[config.mk]
export PLATFORM = sky130hd
export DESIGN_NAME = result_display
export DESIGN_NICKNAME = d
export VERILOG_FILES = /design/src/rtl/result_display_pkg.sv /design/src/rtl/bin2bcd_seq.sv /design/src/rtl/result_display.sv
export SDC_FILE = /design/constraint.sdc
export NUM_CORES = 1
export LEC_CHECK = 0
export BUFFER_PORTS_ARGS = -buffer_cell sky130_fd_sc_hd__buf_2
export CAP_MARGIN = 20
export CORE_MARGIN = 4
export CORE_UTILIZATION = 55
export DETAILED_ROUTE_END_ITERATION = 8
export GPL_TIMING_DRIVEN = 0
export PLACE_DENSITY = 0.73
export SLEW_MARGIN = 20
export SYNTH_ARGS = -nofsm -noshare
export SYNTH_HDL_FRONTEND = slang
export SYNTH_SLANG_ARGS = --single-unit
[constraint.sdc]
create_clock -name clk -period 2.6 [get_ports clk]
set_input_delay 0.13 -clock clk [delete_from_list [all_inputs] [get_ports clk]]
set_output_delay 0.13 -clock clk [all_outputs]
set_load 0.05 [all_outputs]
[src/rtl/result_display_pkg.sv]
// Shared definitions for the result display path: operator codes, FSM state
// codes, display glyphs and their active-low {g,f,e,d,c,b,a} segment patterns.
package result_display_pkg;

    typedef enum logic [2:0] {
        OP_ADD = 3'd0,
        OP_SUB = 3'd1,
        OP_AND = 3'd2,
        OP_OR  = 3'd3,
        OP_XOR = 3'd4
    } op_t;

    typedef enum logic [1:0] {
        ST_IDLE    = 2'd0,
        ST_CONVERT = 2'd1,
        ST_COMMIT  = 2'd2
    } state_t;

    typedef enum logic [3:0] {
        G_0 = 4'd0, G_1 = 4'd1, G_2 = 4'd2, G_3 = 4'd3, G_4 = 4'd4,
        G_5 = 4'd5, G_6 = 4'd6, G_7 = 4'd7, G_8 = 4'd8, G_9 = 4'd9,
        G_MINUS = 4'd10,
        G_E     = 4'd11,
        G_R     = 4'd12,
        G_BLANK = 4'd13
    } glyph_t;

    localparam logic [6:0] SEG_0     = 7'b1000000;
    localparam logic [6:0] SEG_1     = 7'b1111001;
    localparam logic [6:0] SEG_2     = 7'b0100100;
    localparam logic [6:0] SEG_3     = 7'b0110000;
    localparam logic [6:0] SEG_4     = 7'b0011001;
    localparam logic [6:0] SEG_5     = 7'b0010010;
    localparam logic [6:0] SEG_6     = 7'b0000010;
    localparam logic [6:0] SEG_7     = 7'b1111000;
    localparam logic [6:0] SEG_8     = 7'b0000000;
    localparam logic [6:0] SEG_9     = 7'b0010000;
    localparam logic [6:0] SEG_MINUS = 7'b0111111;
    localparam logic [6:0] SEG_E     = 7'b0000110;
    localparam logic [6:0] SEG_R     = 7'b0101111;
    localparam logic [6:0] SEG_BLANK = 7'b1111111;

    function automatic logic [6:0] glyph_seg(input glyph_t g);
        case (g)
            G_0:     glyph_seg = SEG_0;
            G_1:     glyph_seg = SEG_1;
            G_2:     glyph_seg = SEG_2;
            G_3:     glyph_seg = SEG_3;
            G_4:     glyph_seg = SEG_4;
            G_5:     glyph_seg = SEG_5;
            G_6:     glyph_seg = SEG_6;
            G_7:     glyph_seg = SEG_7;
            G_8:     glyph_seg = SEG_8;
            G_9:     glyph_seg = SEG_9;
            G_MINUS: glyph_seg = SEG_MINUS;
            G_E:     glyph_seg = SEG_E;
            G_R:     glyph_seg = SEG_R;
            default: glyph_seg = SEG_BLANK;
        endcase
    endfunction

endpackage

[src/rtl/bin2bcd_seq.sv]
// Iterative 8-bit binary to 3-digit BCD converter (shift-add-3, one bit per cycle).
// Latency: 8 cycles after start; done is high during the final step cycle.
// Backpressure: none; a start while running restarts the conversion.
module bin2bcd_seq (
    input  logic       clk,
    input  logic       rst,
    input  logic       start,
    input  logic [7:0] bin,
    output logic       done,
    output logic [3:0] hundreds,
    output logic [3:0] tens,
    output logic [3:0] ones
);

    logic [7:0]  bin_q;
    logic [11:0] bcd_q;
    logic [11:0] adj;
    logic [2:0]  cnt;
    logic        run;

    always_comb begin
        adj = bcd_q;
        for (int n = 0; n < 3; n++) begin
            if (bcd_q[n*4 +: 4] >= 4'd5) begin
                adj[n*4 +: 4] = bcd_q[n*4 +: 4] + 4'd3;
            end
        end
    end

    always_ff @(posedge clk or posedge rst) begin
        if (rst) begin
            bin_q <= '0;
            bcd_q <= '0;
            cnt   <= '0;
            run   <= 1'b0;
        end else if (start) begin
            bin_q <= bin;
            bcd_q <= '0;
            cnt   <= '0;
            run   <= 1'b1;
        end else if (run) begin
            {bcd_q, bin_q} <= {adj, bin_q} << 1;
            cnt <= cnt + 3'd1;
            if (cnt == 3'd7) begin
                run <= 1'b0;
            end
        end
    end

    assign done     = run && (cnt == 3'd7);
    assign hundreds = bcd_q[11:8];
    assign tens     = bcd_q[7:4];
    assign ones     = bcd_q[3:0];

endmodule

[src/rtl/result_display.sv]
// Captures a signed 8-bit result and shows it on a scanned 4-digit 7-segment display.
// Latency: display content changes 10 cycles after the accepted load edge.
// Backpressure: busy_o high during conversion; loads seen while busy are dropped.
module result_display
    import result_display_pkg::*;
#(
    parameter int REFRESH_DIV = 50000
) (
    input  logic       clk,
    input  logic       rst,
    input  logic [7:0] result_i,
    input  logic       overflow_i,
    input  logic       load_i,
    output logic       busy_o,
    output logic [6:0] seg_o,
    output logic [3:0] an_o
);

    localparam int CW = $clog2(REFRESH_DIV);

    state_t state, state_nxt;
    logic   neg_q, ovf_q;
    logic   start;
    logic   bcd_done;
    logic [7:0] mag;
    logic [3:0] hundreds, tens, ones;
    glyph_t digit [4];

    logic [CW-1:0] scan_cnt;
    logic [1:0]    idx, idx_nxt;
    logic          wrap;

    assign start = (state == ST_IDLE) && load_i;
    // -128 negates to itself, which read as unsigned is the wanted 128.
    assign mag   = result_i[7] ? (~result_i + 8'd1) : result_i;

    bin2bcd_seq u_bcd (
        .clk      (clk),
        .rst      (rst),
        .start    (start),
        .bin      (mag),
        .done     (bcd_done),
        .hundreds (hundreds),
        .tens     (tens),
        .ones     (ones)
    );

    always_ff @(posedge clk or posedge rst) begin
        if (rst) begin
            state <= ST_IDLE;
            neg_q <= 1'b0;
            ovf_q <= 1'b0;
        end else begin
            state <= state_nxt;
            if (start) begin
                neg_q <= result_i[7];
                ovf_q <= overflow_i;
            end
        end
    end

    always_comb begin
        state_nxt = state;
        case (state)
            ST_IDLE:    if (load_i) state_nxt = ST_CONVERT;
            ST_CONVERT: if (bcd_done) state_nxt = ST_COMMIT;
            ST_COMMIT:  state_nxt = ST_IDLE;
            default:    state_nxt = ST_IDLE;
        endcase
    end

    assign busy_o = (state != ST_IDLE);

    always_ff @(posedge clk or posedge rst) begin
        if (rst) begin
            for (int i = 0; i < 4; i++) digit[i] <= G_BLANK;
        end else if (state == ST_COMMIT) begin
            if (ovf_q) begin
                digit[3] <= G_E;
                digit[2] <= G_R;
                digit[1] <= G_R;
                digit[0] <= G_BLANK;
            end else begin
                digit[3] <= neg_q ? G_MINUS : G_BLANK;
                digit[2] <= (hundreds != 4'd0) ? glyph_t'(hundreds) : G_BLANK;
                digit[1] <= (hundreds != 4'd0 || tens != 4'd0) ? glyph_t'(tens) : G_BLANK;
                digit[0] <= glyph_t'(ones);
            end
        end
    end

    assign wrap    = (scan_cnt == CW'(REFRESH_DIV - 1));
    assign idx_nxt = wrap ? idx + 2'd1 : idx;

    // Outputs are driven from the next index so an_o and seg_o always match idx.
    always_ff @(posedge clk or posedge rst) begin
        if (rst) begin
            scan_cnt <= '0;
            idx      <= 2'd0;
            an_o     <= 4'b1110;
            seg_o    <= SEG_BLANK;
        end else begin
            scan_cnt <= wrap ? '0 : scan_cnt + CW'(1);
            idx      <= idx_nxt;
            an_o     <= ~(4'b0001 << idx_nxt);
            seg_o    <= glyph_seg(digit[idx_nxt]);
        end
    end

endmodule
==> results.toml <==
[timing]
skew_ns = 0.0150
max_freq_mhz = 403
max_slew_margin_pct = 54.8
hold_viol = 0
slew_viol_final = 0
min_period_ns = 2.48
worst_pin_slew_ns = 0.679
setup_viol = 0
post-route-period-util_pct = 95.4
tns_ns = 0

[final_layout]
multi_input_area_um2 = 1850
regArea_um2 = 1830
final.fill_count = 496
diodes = 0
syn2layout_area_growth_pct = 17.2
instances_no_fill = 505
final_core_util_pct = 68.0
nets = 452
finalInstanceArea_um2 = 4420
drive_gt1_share_pct = 22.2

[pwr]
p_total_mw = 4.67
vdd_drop_max_mv = 0.746
power_density_nw_per_um2 = 1060
total_leakage_power_nw = 2.06

[synth]
synth_compound_area_share_pct = 10.7
synth_area_leaders = "dfrtp_1, dfstp_2, mux2i_1"
synth_top_family_by_area = "simple AND/OR/NAND/NOR gates"
synth_area_leader_cell = "dfrtp_1"
yosys-top-cells-count = "dfrtp_1, nand2_1, nor2_1"
syn_inst = 377
synthFlopType = "dfrtp_1"
ys_ff_latch = 72
yosysSeqAreaShare_pct = 48.5
synth_top_area_share_pct = 33.9
synth.distinct_cells = 49
yosysMostFrequentCell = "dfrtp_1"
synth_edf_count = 0
synthXorXnorAreaFrac_pct = 5.58
syn_avg_cell_area_um2 = 10.0
synthArstFlopShare_pct = 100
synth_area_um2 = 3770
synthesis.nets = 406
synth_mux_area_share_pct = 8.40
ys_warn_count = 0
synthAdderAreaFrac_pct = 5.64
yosys.area_share.simple_pct = 16.9

[global_route]
overflow = 0
grt_pass1_wl_um = 12800
grt_pass1_vias = 2689
grt_antenna_before_repair = 0
grtUsageTotal_pct = 18.9
grt_max_degree = 62

[detailed_routing]
ant_nets = 0
wl_um = 7430
drtIter0Drc = 134
dr.pass1.iters = 4
via_per_inst = 5.48
drc = 0
vias = 2767
wl_per_cell_um = 14.7

[place]
io_buffers = 22
globalplace.congestion = 0.765
place_hpwl_um = 5000
postPlaceCellArea_um2 = 4010
place_inst = 477

[critical_path]
r2r_start = "scan_cnt[12]"
critPathMaxFanout = 6
cp.arrival_ns = 2.76
crit_type = "reg2reg"
worstPathRequired_ns = 2.88
rr_endpoint = "seg_o[4]"
setup.worst_path.end_class = "flip-flop"
setup.worst_path.start = "scan_cnt[12]"
rr_worst_depth = 10
start_kind = "flip-flop"
endpoint = "seg_o[4]"
ff2ff_setup_slack_ns = 0.12

[floorplanning]
floorplan.core_area_um2 = 6490
die_w_um = 90.8
io_pins = 24
fp-row-count = 29
initial_core_util_pct = 58.0
die_h_um = 90.8
die-area_um2 = 8240

[clock_tree]
cts.sinks = 72
cts-root-buf = "clkbuf_8"
htreeDepth = 3
cts_buffer_depth = 2
cts_tree = "yes"
cts_buffers = 9
clock_latency_ns = 0.34
clk_pin_slew_ns = 0.08

[outcome]
status = "complete, no violations"

[run]
drv_cap = 0

[hold_path]
hold_class = "in2reg"
cells in the final DEF, fill, tap and decap left out, types with 13 or more instances in the layout:
cell       n
inv_1     16
dfrtp_1   51
a21oi_1   13
nand2_1   41
nor2_1    37
o21ai_0   29
ha_1      14
xnor2_1   14
dfstp_2   21
buf_2     22
mux2i_1   25
clkbuf_1  14
layer usage:
layer	wire length, um	GRT usage (%)	up-vias
met4	72	4.90	0
met5	0	0	-
met1	3450	25.5	1349
li1	-	-	1374
met3	204	4.00	7
met2	3700	31.2	37
per-stage QoR:
stage / setup WS, ns / hold WS (ns)
global route: -0.0158 / 0.0506
finish: 0.119 / 0.0411
CTS: 0.0121 / 0.0248
floorplan: 0.0773 / 0.247
detailed placement: -0.166 / 0.0591
global placement: -0.189 / 0.348
state kept, by name, summed over array words and instances (netlist names), 2 cells and up:
register,count
u_bcd.bcd_q,12
an_o,4
seg_o,7
scan_cnt,16
state,2
digit,15
idx,2
u_bcd.cnt,3
u_bcd.bin_q,8
cell families (layout without fill, tap and decap cells):
logic type	count (synthesis)	in the layout
AND/OR/NAND/NOR	131	131
flip-flops	72	72
AO/OA/AOI/OAI	65	65
buffers and inverters	37	88
multiplexers	31	31
XOR/XNOR	24	24
adder cells (fa/ha/maj)	17	17
worst min-delay path by stage:
stage                      startpoint             end  slack, ns  cells after the start
after floorplan            overflow_i           ovf_q       0.25                      2
after detailed placement          rst     scan_cnt[1]       0.06                      2
after global placement     overflow_i           ovf_q       0.35                      3
final                     result_i[0]  u_bcd.bin_q[0]       0.04                      3
after global routing      result_i[0]  u_bcd.bin_q[0]       0.05                      3
after CTS                 result_i[0]  u_bcd.bin_q[0]       0.02                      3
critical path: stages (launching register included):
cell and delay, ns:
dfrtp_1 0.42, nor4_2 0.30, and4_4 0.32, buf_8 0.12, mux2_4 0.29, o221ai_2 0.15
a21o_1 0.16, inv_2 0.08, ha_2 0.17, mux2_2 0.25, mux2i_1 0.13
cell type report:
type	instances	area share [%]
tap	77	2.18
sequential	72	41.4
timing repair buffer	35	5.35
clock inverter	5	2.35
clock buffer	11	3.20
multi-input combinational	268	41.8
buffer	18	2.04
inverter	19	1.67
repair_timing:
| action | 4_1_cts | 5_1_grt |
|---|---|---|
| pin swaps | 2 | 5 |
| endpoints found under the hold margin | 49 | 0 |
| endpoints found under the setup margin | 5 | 6 |
| setup buffers | 6 | 4 |
| resized for setup | 5 | 11 |
| hold buffers | 2 | 0 |
| cloned | 0 | 0 |
power breakdown:
group          switching [mW]  internal [mW]  leakage, nW
logic                    1.03          0.739         1.06
clock network           0.422          0.664        0.124
registers               0.276           1.54        0.875
(Power assumes the default switching activity.)
